<file path="config.mk">
export PLATFORM = sky130hd
export DESIGN_NAME = seg7_mux_driver
export DESIGN_NICKNAME = d
export VERILOG_FILES = /design/src/rtl/seg7_mux_driver.sv
export SDC_FILE = /design/constraint.sdc
export NUM_CORES = 1
export LEC_CHECK = 0
export ABC_AREA = 1
export ABC_CLOCK_PERIOD_IN_PS = 2150
export CAP_MARGIN = 30
export CORE_ASPECT_RATIO = 1.75
export CORE_MARGIN = 3
export CORE_UTILIZATION = 40
export CTS_BUF_LIST = sky130_fd_sc_hd__clkbuf_8 sky130_fd_sc_hd__clkbuf_16
export CTS_CLUSTER_SIZE = 14
export DETAILED_ROUTE_END_ITERATION = 8
export GPL_TIMING_DRIVEN = 0
export PLACE_DENSITY = 0.56
export SYNTH_ARGS = -nofsm -noshare
export SYNTH_HDL_FRONTEND = slang
export SYNTH_SLANG_ARGS = --single-unit
</file>
<file path="constraint.sdc">
create_clock -name CLK -period 2.15 [get_ports CLK]
set_input_delay 0.43 -clock CLK [delete_from_list [all_inputs] [get_ports CLK]]
set_output_delay 0.43 -clock CLK [all_outputs]
set_load 0.02 [all_outputs]
</file>
<file path="src/rtl/seg7_mux_driver.sv">
// Time-multiplexed N-digit 7-segment driver with frame-synchronous double buffering.
// Optional macro SEG7_LZS_EN adds leading-zero suppression at commit time.
module seg7_mux_driver #(
  parameter int NUM_DIGITS  = 4,
  parameter int REFRESH_DIV = 100000,
  parameter int ACTIVE_LOW  = 1
) (
  input  logic                    CLK,
  input  logic                    RESET,
  input  logic [4*NUM_DIGITS-1:0] DIGITS_IN,
  input  logic [NUM_DIGITS-1:0]   DOTS_IN,
  input  logic [NUM_DIGITS-1:0]   BLANK_IN,
  input  logic                    LOAD_IN,
  output logic [NUM_DIGITS-1:0]   SEG_SELECT_OUT,
  output logic [7:0]              HEX_OUT,
  output logic                    FRAME_TICK_OUT
);

  localparam int IDX_W = (NUM_DIGITS > 1) ? $clog2(NUM_DIGITS) : 1;
  localparam int CNT_W = $clog2(REFRESH_DIV);
  localparam logic [IDX_W-1:0] LAST_IDX = IDX_W'(NUM_DIGITS - 1);
  localparam logic [CNT_W-1:0] LAST_CNT = CNT_W'(REFRESH_DIV - 1);
  localparam logic POL_LOW = (ACTIVE_LOW != 0);

  logic [CNT_W-1:0]        r_cnt;
  logic [IDX_W-1:0]        r_idx;
  logic                    r_pend_valid;
  logic [4*NUM_DIGITS-1:0] r_pend_digits;
  logic [NUM_DIGITS-1:0]   r_pend_dots;
  logic [NUM_DIGITS-1:0]   r_pend_blank;
  logic [4*NUM_DIGITS-1:0] r_act_digits;
  logic [NUM_DIGITS-1:0]   r_act_dots;
  logic [NUM_DIGITS-1:0]   r_act_blank;
  logic                    r_frame_tick;
  logic [NUM_DIGITS-1:0]   r_sel;
  logic [7:0]              r_hex;

  logic                    w_tick;
  logic                    w_commit;
  logic [4*NUM_DIGITS-1:0] w_new_digits;
  logic [NUM_DIGITS-1:0]   w_new_dots;
  logic [NUM_DIGITS-1:0]   w_new_blank;
  logic [3:0]              w_cur_digit;
  logic                    w_cur_dot;
  logic                    w_cur_blank;
  logic [NUM_DIGITS-1:0]   w_sel_ah;
  logic [7:0]              w_hex_ah;

  // Active-high segments, bit order g..a.
  function automatic logic [6:0] seg_decode(input logic [3:0] n);
    case (n)
      4'h0: seg_decode = 7'h3F;  4'h1: seg_decode = 7'h06;
      4'h2: seg_decode = 7'h5B;  4'h3: seg_decode = 7'h4F;
      4'h4: seg_decode = 7'h66;  4'h5: seg_decode = 7'h6D;
      4'h6: seg_decode = 7'h7D;  4'h7: seg_decode = 7'h07;
      4'h8: seg_decode = 7'h7F;  4'h9: seg_decode = 7'h67;
      4'hA: seg_decode = 7'h77;  4'hB: seg_decode = 7'h7C;
      4'hC: seg_decode = 7'h39;  4'hD: seg_decode = 7'h5E;
      4'hE: seg_decode = 7'h79;  default: seg_decode = 7'h71;
    endcase
  endfunction

  assign w_tick   = (r_cnt == LAST_CNT);
  assign w_commit = w_tick && (r_idx == LAST_IDX);

  // LOAD_IN is a one-cycle strobe with no back-pressure; a load landing on the
  // commit cycle bypasses the pending buffer straight into the active buffer.
  always_comb begin
    w_new_digits = LOAD_IN ? DIGITS_IN : r_pend_digits;
    w_new_dots   = LOAD_IN ? DOTS_IN   : r_pend_dots;
    w_new_blank  = LOAD_IN ? BLANK_IN  : r_pend_blank;
`ifdef SEG7_LZS_EN
    begin
      logic w_zero_above;
      w_zero_above = 1'b1;
      for (int k = NUM_DIGITS - 1; k >= 1; k--) begin
        w_zero_above = w_zero_above && (w_new_digits[4*k +: 4] == 4'h0);
        if (w_zero_above) w_new_blank[k] = 1'b1;
      end
    end
`endif
  end

  always_comb begin
    w_cur_digit = 4'h0;
    w_cur_dot   = 1'b0;
    w_cur_blank = 1'b1;
    w_sel_ah    = '0;
    for (int k = 0; k < NUM_DIGITS; k++) begin
      if (r_idx == IDX_W'(k)) begin
        w_cur_digit = r_act_digits[4*k +: 4];
        w_cur_dot   = r_act_dots[k];
        w_cur_blank = r_act_blank[k];
        w_sel_ah[k] = 1'b1;
      end
    end
    w_hex_ah = w_cur_blank ? 8'h00 : {w_cur_dot, seg_decode(w_cur_digit)};
  end

  always_ff @(posedge CLK) begin
    if (RESET) begin
      r_cnt         <= '0;
      r_idx         <= '0;
      r_pend_valid  <= 1'b0;
      r_pend_digits <= '0;
      r_pend_dots   <= '0;
      r_pend_blank  <= '1;
      r_act_digits  <= '0;
      r_act_dots    <= '0;
      r_act_blank   <= '1;
      r_frame_tick  <= 1'b0;
      r_sel         <= POL_LOW ? '1 : '0;
      r_hex         <= POL_LOW ? 8'hFF : 8'h00;
    end else begin
      r_cnt <= w_tick ? '0 : r_cnt + 1'b1;
      if (w_tick) r_idx <= (r_idx == LAST_IDX) ? '0 : r_idx + 1'b1;
      if (w_commit) begin
        if (LOAD_IN || r_pend_valid) begin
          r_act_digits <= w_new_digits;
          r_act_dots   <= w_new_dots;
          r_act_blank  <= w_new_blank;
        end
        r_pend_valid <= 1'b0;
      end else if (LOAD_IN) begin
        r_pend_digits <= DIGITS_IN;
        r_pend_dots   <= DOTS_IN;
        r_pend_blank  <= BLANK_IN;
        r_pend_valid  <= 1'b1;
      end
      r_frame_tick <= w_commit;
      r_sel        <= POL_LOW ? ~w_sel_ah : w_sel_ah;
      r_hex        <= POL_LOW ? ~w_hex_ah : w_hex_ah;
    end
  end

  assign SEG_SELECT_OUT = r_sel;
  assign HEX_OUT        = r_hex;
  assign FRAME_TICK_OUT = r_frame_tick;

endmodule
</file>
==> reports/metrics.yaml, run 1 <==
drc: 0
fmax_mhz: 502
synth_cell_type_count: 28
reg2reg_depth: 13
cap_violations: 0
area_growth_pct: 21.5
yosys.area.top_type: "dfxtp_1"
status: "finished clean"
grt_use_total_pct: 18.7
rows: 48
drive_gt1_share_pct: 7.86
setup_viol: 0
grt_setup_unrepaired: "true"
period_minus_slack_ns: 1.99
ys_top_cells_by_count: "nand2_1 (177), inv_1 (107), dfxtp_1 (81)"
cts_num_sinks: 81
dpl.hpwl_mm: 7.71
clkLatencyLatePin_ns: 0.33
arrival_ns: 2.21
first_global_vias: 3554
syn-instance-count: 619
worst_path_max_delay_cell: "dfxtp_1"
cts_max_level: 3
required_ns: 2.36
critPathLaunchType: "flop"
design_area_sq_um: 4960
diodes: 0
syn_nets: 653
irDropWorstVdd_v: 0.000591
min_period_over_period_pct: 92.7
clkTransAtPathRegs_ns: 0.06
dieWidth_um: 82.4
antenna_found_initial: 0
globalRouteOverflowTotal: 0
slew_violations: 0
coreArea_sq_um: 9910
synth_flop_cell: "dfxtp_1"
synth_top_area_share_pct: 39.7
powerDensity_nw_per_um2: 657
finalNetCount: 705
postPlaceCellArea_sq_um: 4620
ys_seq_area_share_pct: 39.7
hold-path-cell-count: 1
slew_headroom_pct: 64.7
vias: 3806
pre_cts_ws_ns: -0.204
cts_buffers: 9
holdWs_ns: 0.446
rr_startpoint: "r_idx[0]"
viasPerCell: 4.76
yosys_warnings: 0
clock_path_buffers: 2
path_class: "flop to flop"
setup_slack_ns: 0.157
root_buffer: "clkbuf_16"
r2r_slack_ns: 0.16
grt_pass1_wl_mm: 16.7
path_common_cell: "nand2_1"
ant_nets: 0
r2r-end: "HEX_OUT[3]"
boundaryPins: 40
die_h_um: 140
ctsHoldBuffers: 0
synth_enable_flop_cells: 0
ys_async_sr_fraction_pct: 0
wl_per_cell_um: 12.5
stdcell_count: 799
die_area_sq_um: 11500
hp-start: "r_cnt[0]"
dr.pass1.iters: 4
io_buffers: 38
setup-tns-final_ns: 0
hold_class: "flop to flop"
hold_viol: 0
finalPower_mw: 3.26
p_leak_nw: 2.26
min_to: "r_cnt[0]"
crit_path_max_fanout: 9
netlist_top_cells_area: "dfxtp_1 (40%), nand2_1 (16%), inv_1 (9.8%), nand3_1 (6.0%), nand4_1 (5.5%)"
cts_tree: "built"
synth-seq-cells: 81
dp.cells: 782
fin_skew_ns: 0.00444
drtIter0Drc: 110
grt_max_degree: 13
routabilityCongestion: 0.831
path_cells: "inv_1 -> ha_4 -> inv_1 -> nand3_1 -> nand2_1 -> nand2_2 -> inv_1 -> ha_1 -> nor2_1 -> nand2_1 -> nand2_1 -> nand2_1 -> nand3_1"
max_stage_delay_ns: 0.36
routed_wl_mm: 10.0
syn_area_per_cell_sq_um: 6.60
final_util_pct: 50.1
worst_pin_slew_ns: 0.530
yosysMostFrequentCell: "nand2_1"
synth_area_sq_um: 4090
worstSetupEndpointType: "flop"
start_util_pct: 41.2
final cells by class:
| class | count | area (sq um) |
|---|---|---|
| inverter | 112 | 420 |
| sequential | 81 | 1620 |
| clock inverter | 4 | 46.3 |
| clock buffer | 10 | 239 |
| fill | 1013 | 4940 |
| buffer | 28 | 136 |
| multi-input combinational | 397 | 1930 |
| tap | 125 | 156 |
| timing repair buffer | 42 | 410 |
critical path: cells and delay by family, from the launching register on:
kind,cells,cell delay (ns)
fa+ha+maj,2,0.49
buf+inv,3,0.43
flops,1,0.36
simple gates,8,0.59
flip-flops by register name, summed over array words and instances (netlist names):
name / count
r_pend_blank: 4
r_pend_digits: 16
r_pend_dots: 4
SEG_SELECT_OUT: 4
FRAME_TICK_OUT: 1
r_act_dots: 4
r_cnt: 17
r_act_digits: 16
r_act_blank: 4
r_pend_valid: 1
r_idx: 2
HEX_OUT: 8
repair_timing:
action,4_1_cts,5_1_grt
pin swaps,0,1
setup buffers,0,4
gates resized for setup,2,8
endpoints found under the setup margin,6,26
report_power, final:
group	total [mW]	internal (mW)	switching (mW)
sequential	1.56	1.54	0.0170
combinational	0.215	0.0943	0.120
clock	1.49	0.911	0.580
total	3.26	2.54	0.717
kinds of logic after synthesis:
family	Yosys count	synth area share [%]
xor gates and xnor gates	7	1.50
muxes	4	1.10
AOI/OAI and AO/OA	46	5.73
adders and majority gates	7	2.14
DFF	81	39.7
and+or+nand+nor	333	36.2
buffers and inverters	141	13.7
worst max path at each step:
stage / start / endpoint / slack, ns / depth (start not counted)
5_1_grt: r_idx[0] / HEX_OUT[3] / -0.05 / 12
4_1_cts: r_idx[1] / HEX_OUT[3] / 0.01 / 14
3_5_place_dp: r_idx[0] / HEX_OUT[3] / -0.20 / 14
2_1_floorplan: r_idx[0] / HEX_OUT[3] / 0.28 / 14
3_3_place_gp: r_idx[0] / HEX_OUT[3] / -0.17 / 14
6_report: r_idx[0] / HEX_OUT[3] / 0.16 / 13
layout by cell type (no fill, tap or decap), drive strengths merged, types with 15 or more instances in the layout:
cell type / synthesis / routed
nand3: 51 / 51
o21ai: 29 / 29
a21oi: 15 / 15
nand4: 36 / 36
inv: 112 / 113
clkdlybuf4s50: 0 / 38
clkbuf: 8 / 18
nand2: 177 / 177
dfxtp: 81 / 81
buf: 21 / 24
nor2: 55 / 55
routing by layer:
metal	wire length, um	vias to the layer above	global-route usage [%]	share of wire (%)
met5	0	-	0	0
met4	252	0	8.84	2.5
met3	265	18	3.24	2.6
met2	5530	58	33.6	55
met1	3980	1701	20.3	40
li1	-	2029	-	-
(Power assumes the default switching activity.)
==> inputs of run 2 (changes only) <==
--- a/config.mk
+++ b/config.mk
@@ -6,8 +6,8 @@
 export NUM_CORES = 1
 export LEC_CHECK = 0
 export ABC_AREA = 1
-export ABC_CLOCK_PERIOD_IN_PS = 2150
-export CAP_MARGIN = 30
+export ABC_CLOCK_PERIOD_IN_PS = 2100
+export CAP_MARGIN = 20
 export CORE_ASPECT_RATIO = 1.75
 export CORE_MARGIN = 3
 export CORE_UTILIZATION = 40
@@ -16,6 +16,7 @@
 export DETAILED_ROUTE_END_ITERATION = 8
 export GPL_TIMING_DRIVEN = 0
 export PLACE_DENSITY = 0.56
+export REMOVE_ABC_BUFFERS = 1
 export SYNTH_ARGS = -nofsm -noshare
 export SYNTH_HDL_FRONTEND = slang
 export SYNTH_SLANG_ARGS = --single-unit
==> constraint.sdc (replaced) <==
create_clock -name CLK -period 2.1 [get_ports CLK]
set_input_delay 0.42 -clock CLK [delete_from_list [all_inputs] [get_ports CLK]]
set_output_delay 0.42 -clock CLK [all_outputs]
set_load 0.02 [all_outputs]
==> reports/metrics.yaml, run 2 (synthesis gave the netlist of run 1 again) <==
cts_tree: "built"
drc: 0
grt_setup_unrepaired: "true"
finalNetCount: 680
globalRouteOverflowTotal: 0
routabilityCongestion: 0.896
first_global_vias: 3564
reg_top3: "r_cnt (17), r_act_digits (16), r_pend_digits (16)"
final_cell_mix: "nand2_1 (174), inv_1 (106), dfxtp_1 (79)"
diodes: 0
area_growth_pct: 20.6
r2r-end: "HEX_OUT[3]"
root_buffer: "clkbuf_16"
worstSetupEndpointType: "flop"
grt_pass1_wl_mm: 15.8
mostFrequentLayoutCell: "nand2_1"
die_h_um: 140
arrival_ns: 2.18
rr_startpoint: "r_idx[0]"
max_stage_delay_ns: 0.34
crit_buf_inv: 3
coreArea_sq_um: 9910
fin_skew_ns: 0.00702
hold_viol: 0
min_period_over_period_pct: 93.5
r2r_slack_ns: 0.14
die_area_sq_um: 11500
path_class: "flop to flop"
rows: 48
reg2reg_depth: 13
ant_nets: 0
stdcell_count: 776
cts_num_sinks: 81
worst_path_max_delay_cell: "dfxtp_2"
hp-start: "r_pend_digits[2]"
required_ns: 2.31
fmax_mhz: 509
dieWidth_um: 82.4
routed_wl_mm: 9.65
hold_class: "flop to flop"
dr.pass1.iters: 4
cts_buffers: 9
slew_violations: 0
viasPerCell: 4.87
boundaryPins: 40
start_util_pct: 41.2
path_common_cell: "nand2_1"
status: "finished clean"
io_buffers: 39
drtIter0Drc: 144
min_to: "r_pend_digits[2]"
slew_headroom_pct: 65.6
crit_family: "simple AND/OR/NAND/NOR gates"
powerDensity_nw_per_um2: 676
cap_violations: 0
crit_path_max_fanout: 7
grt_use_total_pct: 17.5
cts_max_level: 3
hold-path-cell-count: 2
largest_reg_flops: 17
irDropWorstVdd_v: 0.000414
critPathLaunchType: "flop"
drive_gt1_share_pct: 8.29
setup_viol: 0
dpl.hpwl_mm: 6.42
clock_path_buffers: 2
clkTransAtPathRegs_ns: 0.06
p_leak_nw: 2.22
worst_pin_slew_ns: 0.516
largest_register: "r_cnt"
path_cells: "inv_1 -> ha_2 -> nand3_1 -> nand3_1 -> nand2_1 -> nand2_2 -> inv_2 -> ha_4 -> nand2_1 -> nand2_1 -> inv_1 -> nand2_1 -> nand3_1"
period_minus_slack_ns: 1.96
clkLatencyLatePin_ns: 0.33
vias: 3779
dp.cells: 756
antenna_found_initial: 0
finalPower_mw: 3.33
grt_max_degree: 45
wl_per_cell_um: 12.4
## run 2: cell count changes in the layout (fill, tap and decap cells not counted), sizes merged
cell      previous run  this run
buf                 24         4
clkinv               1         2
inv                113       115
nor2                55        57
clkinvlp             1         0
clkbuf              18        11
## run 2: worst max-delay path by stage
stage               startpoint          endpoint  slack, ns  depth (start not counted)
floorplan             r_idx[0]        HEX_OUT[3]      -0.13                          9
global placement         RESET          r_cnt[2]      -1.39                          4
detailed placement     LOAD_IN  r_act_digits[15]      -0.63                          8
CTS                   r_idx[1]        HEX_OUT[3]       0.01                         14
global route          r_cnt[7]  r_pend_digits[4]      -0.04                          8
finish                r_idx[0]        HEX_OUT[3]       0.14                         13
## run 2: power by group
part / total [mW] / switching (mW) / internal (mW)
sequential: 1.59 / 0.0177 / 1.58
combinational: 0.213 / 0.115 / 0.0976
clock: 1.52 / 0.588 / 0.936
total: 3.33 / 0.721 / 2.61
## run 2: layout make-up
type	instances	area, sq um
fill	1044	4980
multi-input combinational	399	2000
sequential	81	1620
timing repair buffer	43	435
inverter	112	420
clock buffer	10	239
tap	125	156
clock inverter	6	51.3
## run 2: metal layers
metal	track usage (%)	wire [um]	vias up
met5	0	0	-
met4	8.93	275	0
met3	3.11	283	17
met2	30.4	5130	63
met1	19.7	3970	1709
li1	-	-	1990
## run 2: stage by stage
stage | setup slack (ns) | hold WS [ns] | utilization, % | setup TNS [ns] | instance area [sq um]
3_5_place_dp | -0.634 | 0.434 | 45.7 | -26.37 | 4530
2_1_floorplan | -0.133 | 0.418 | - | -1.64 | 3950
4_1_cts | 0.0149 | 0.449 | 49.3 | 0 | 4890
5_1_grt | -0.0399 | 0.466 | 49.7 | -0.291 | 4930
3_3_place_gp | -1.39 | 0.427 | 45.4 | -82.38 | 4500
6_report | 0.136 | 0.447 | 49.7 | 0 | 4930
## run 2: worst reg2reg max path, cell delays in order (launching register included)
cell and delay (ns):
dfxtp_2 0.34, inv_1 0.17, ha_2 0.30, nand3_1 0.10
nand3_1 0.07, nand2_1 0.08, nand2_2 0.12, inv_2 0.08
ha_4 0.26, nand2_1 0.05, nand2_1 0.09, inv_1 0.05
nand2_1 0.06, nand3_1 0.07
## run 2: timing repair
action / CTS / global route
buffers inserted: 2 / 0
gates cloned: 1 / 1
pin swaps: 1 / 3
gates resized for setup: 11 / 14
hold buffers: 0 / 0
setup endpoints to repair: 57 / 72
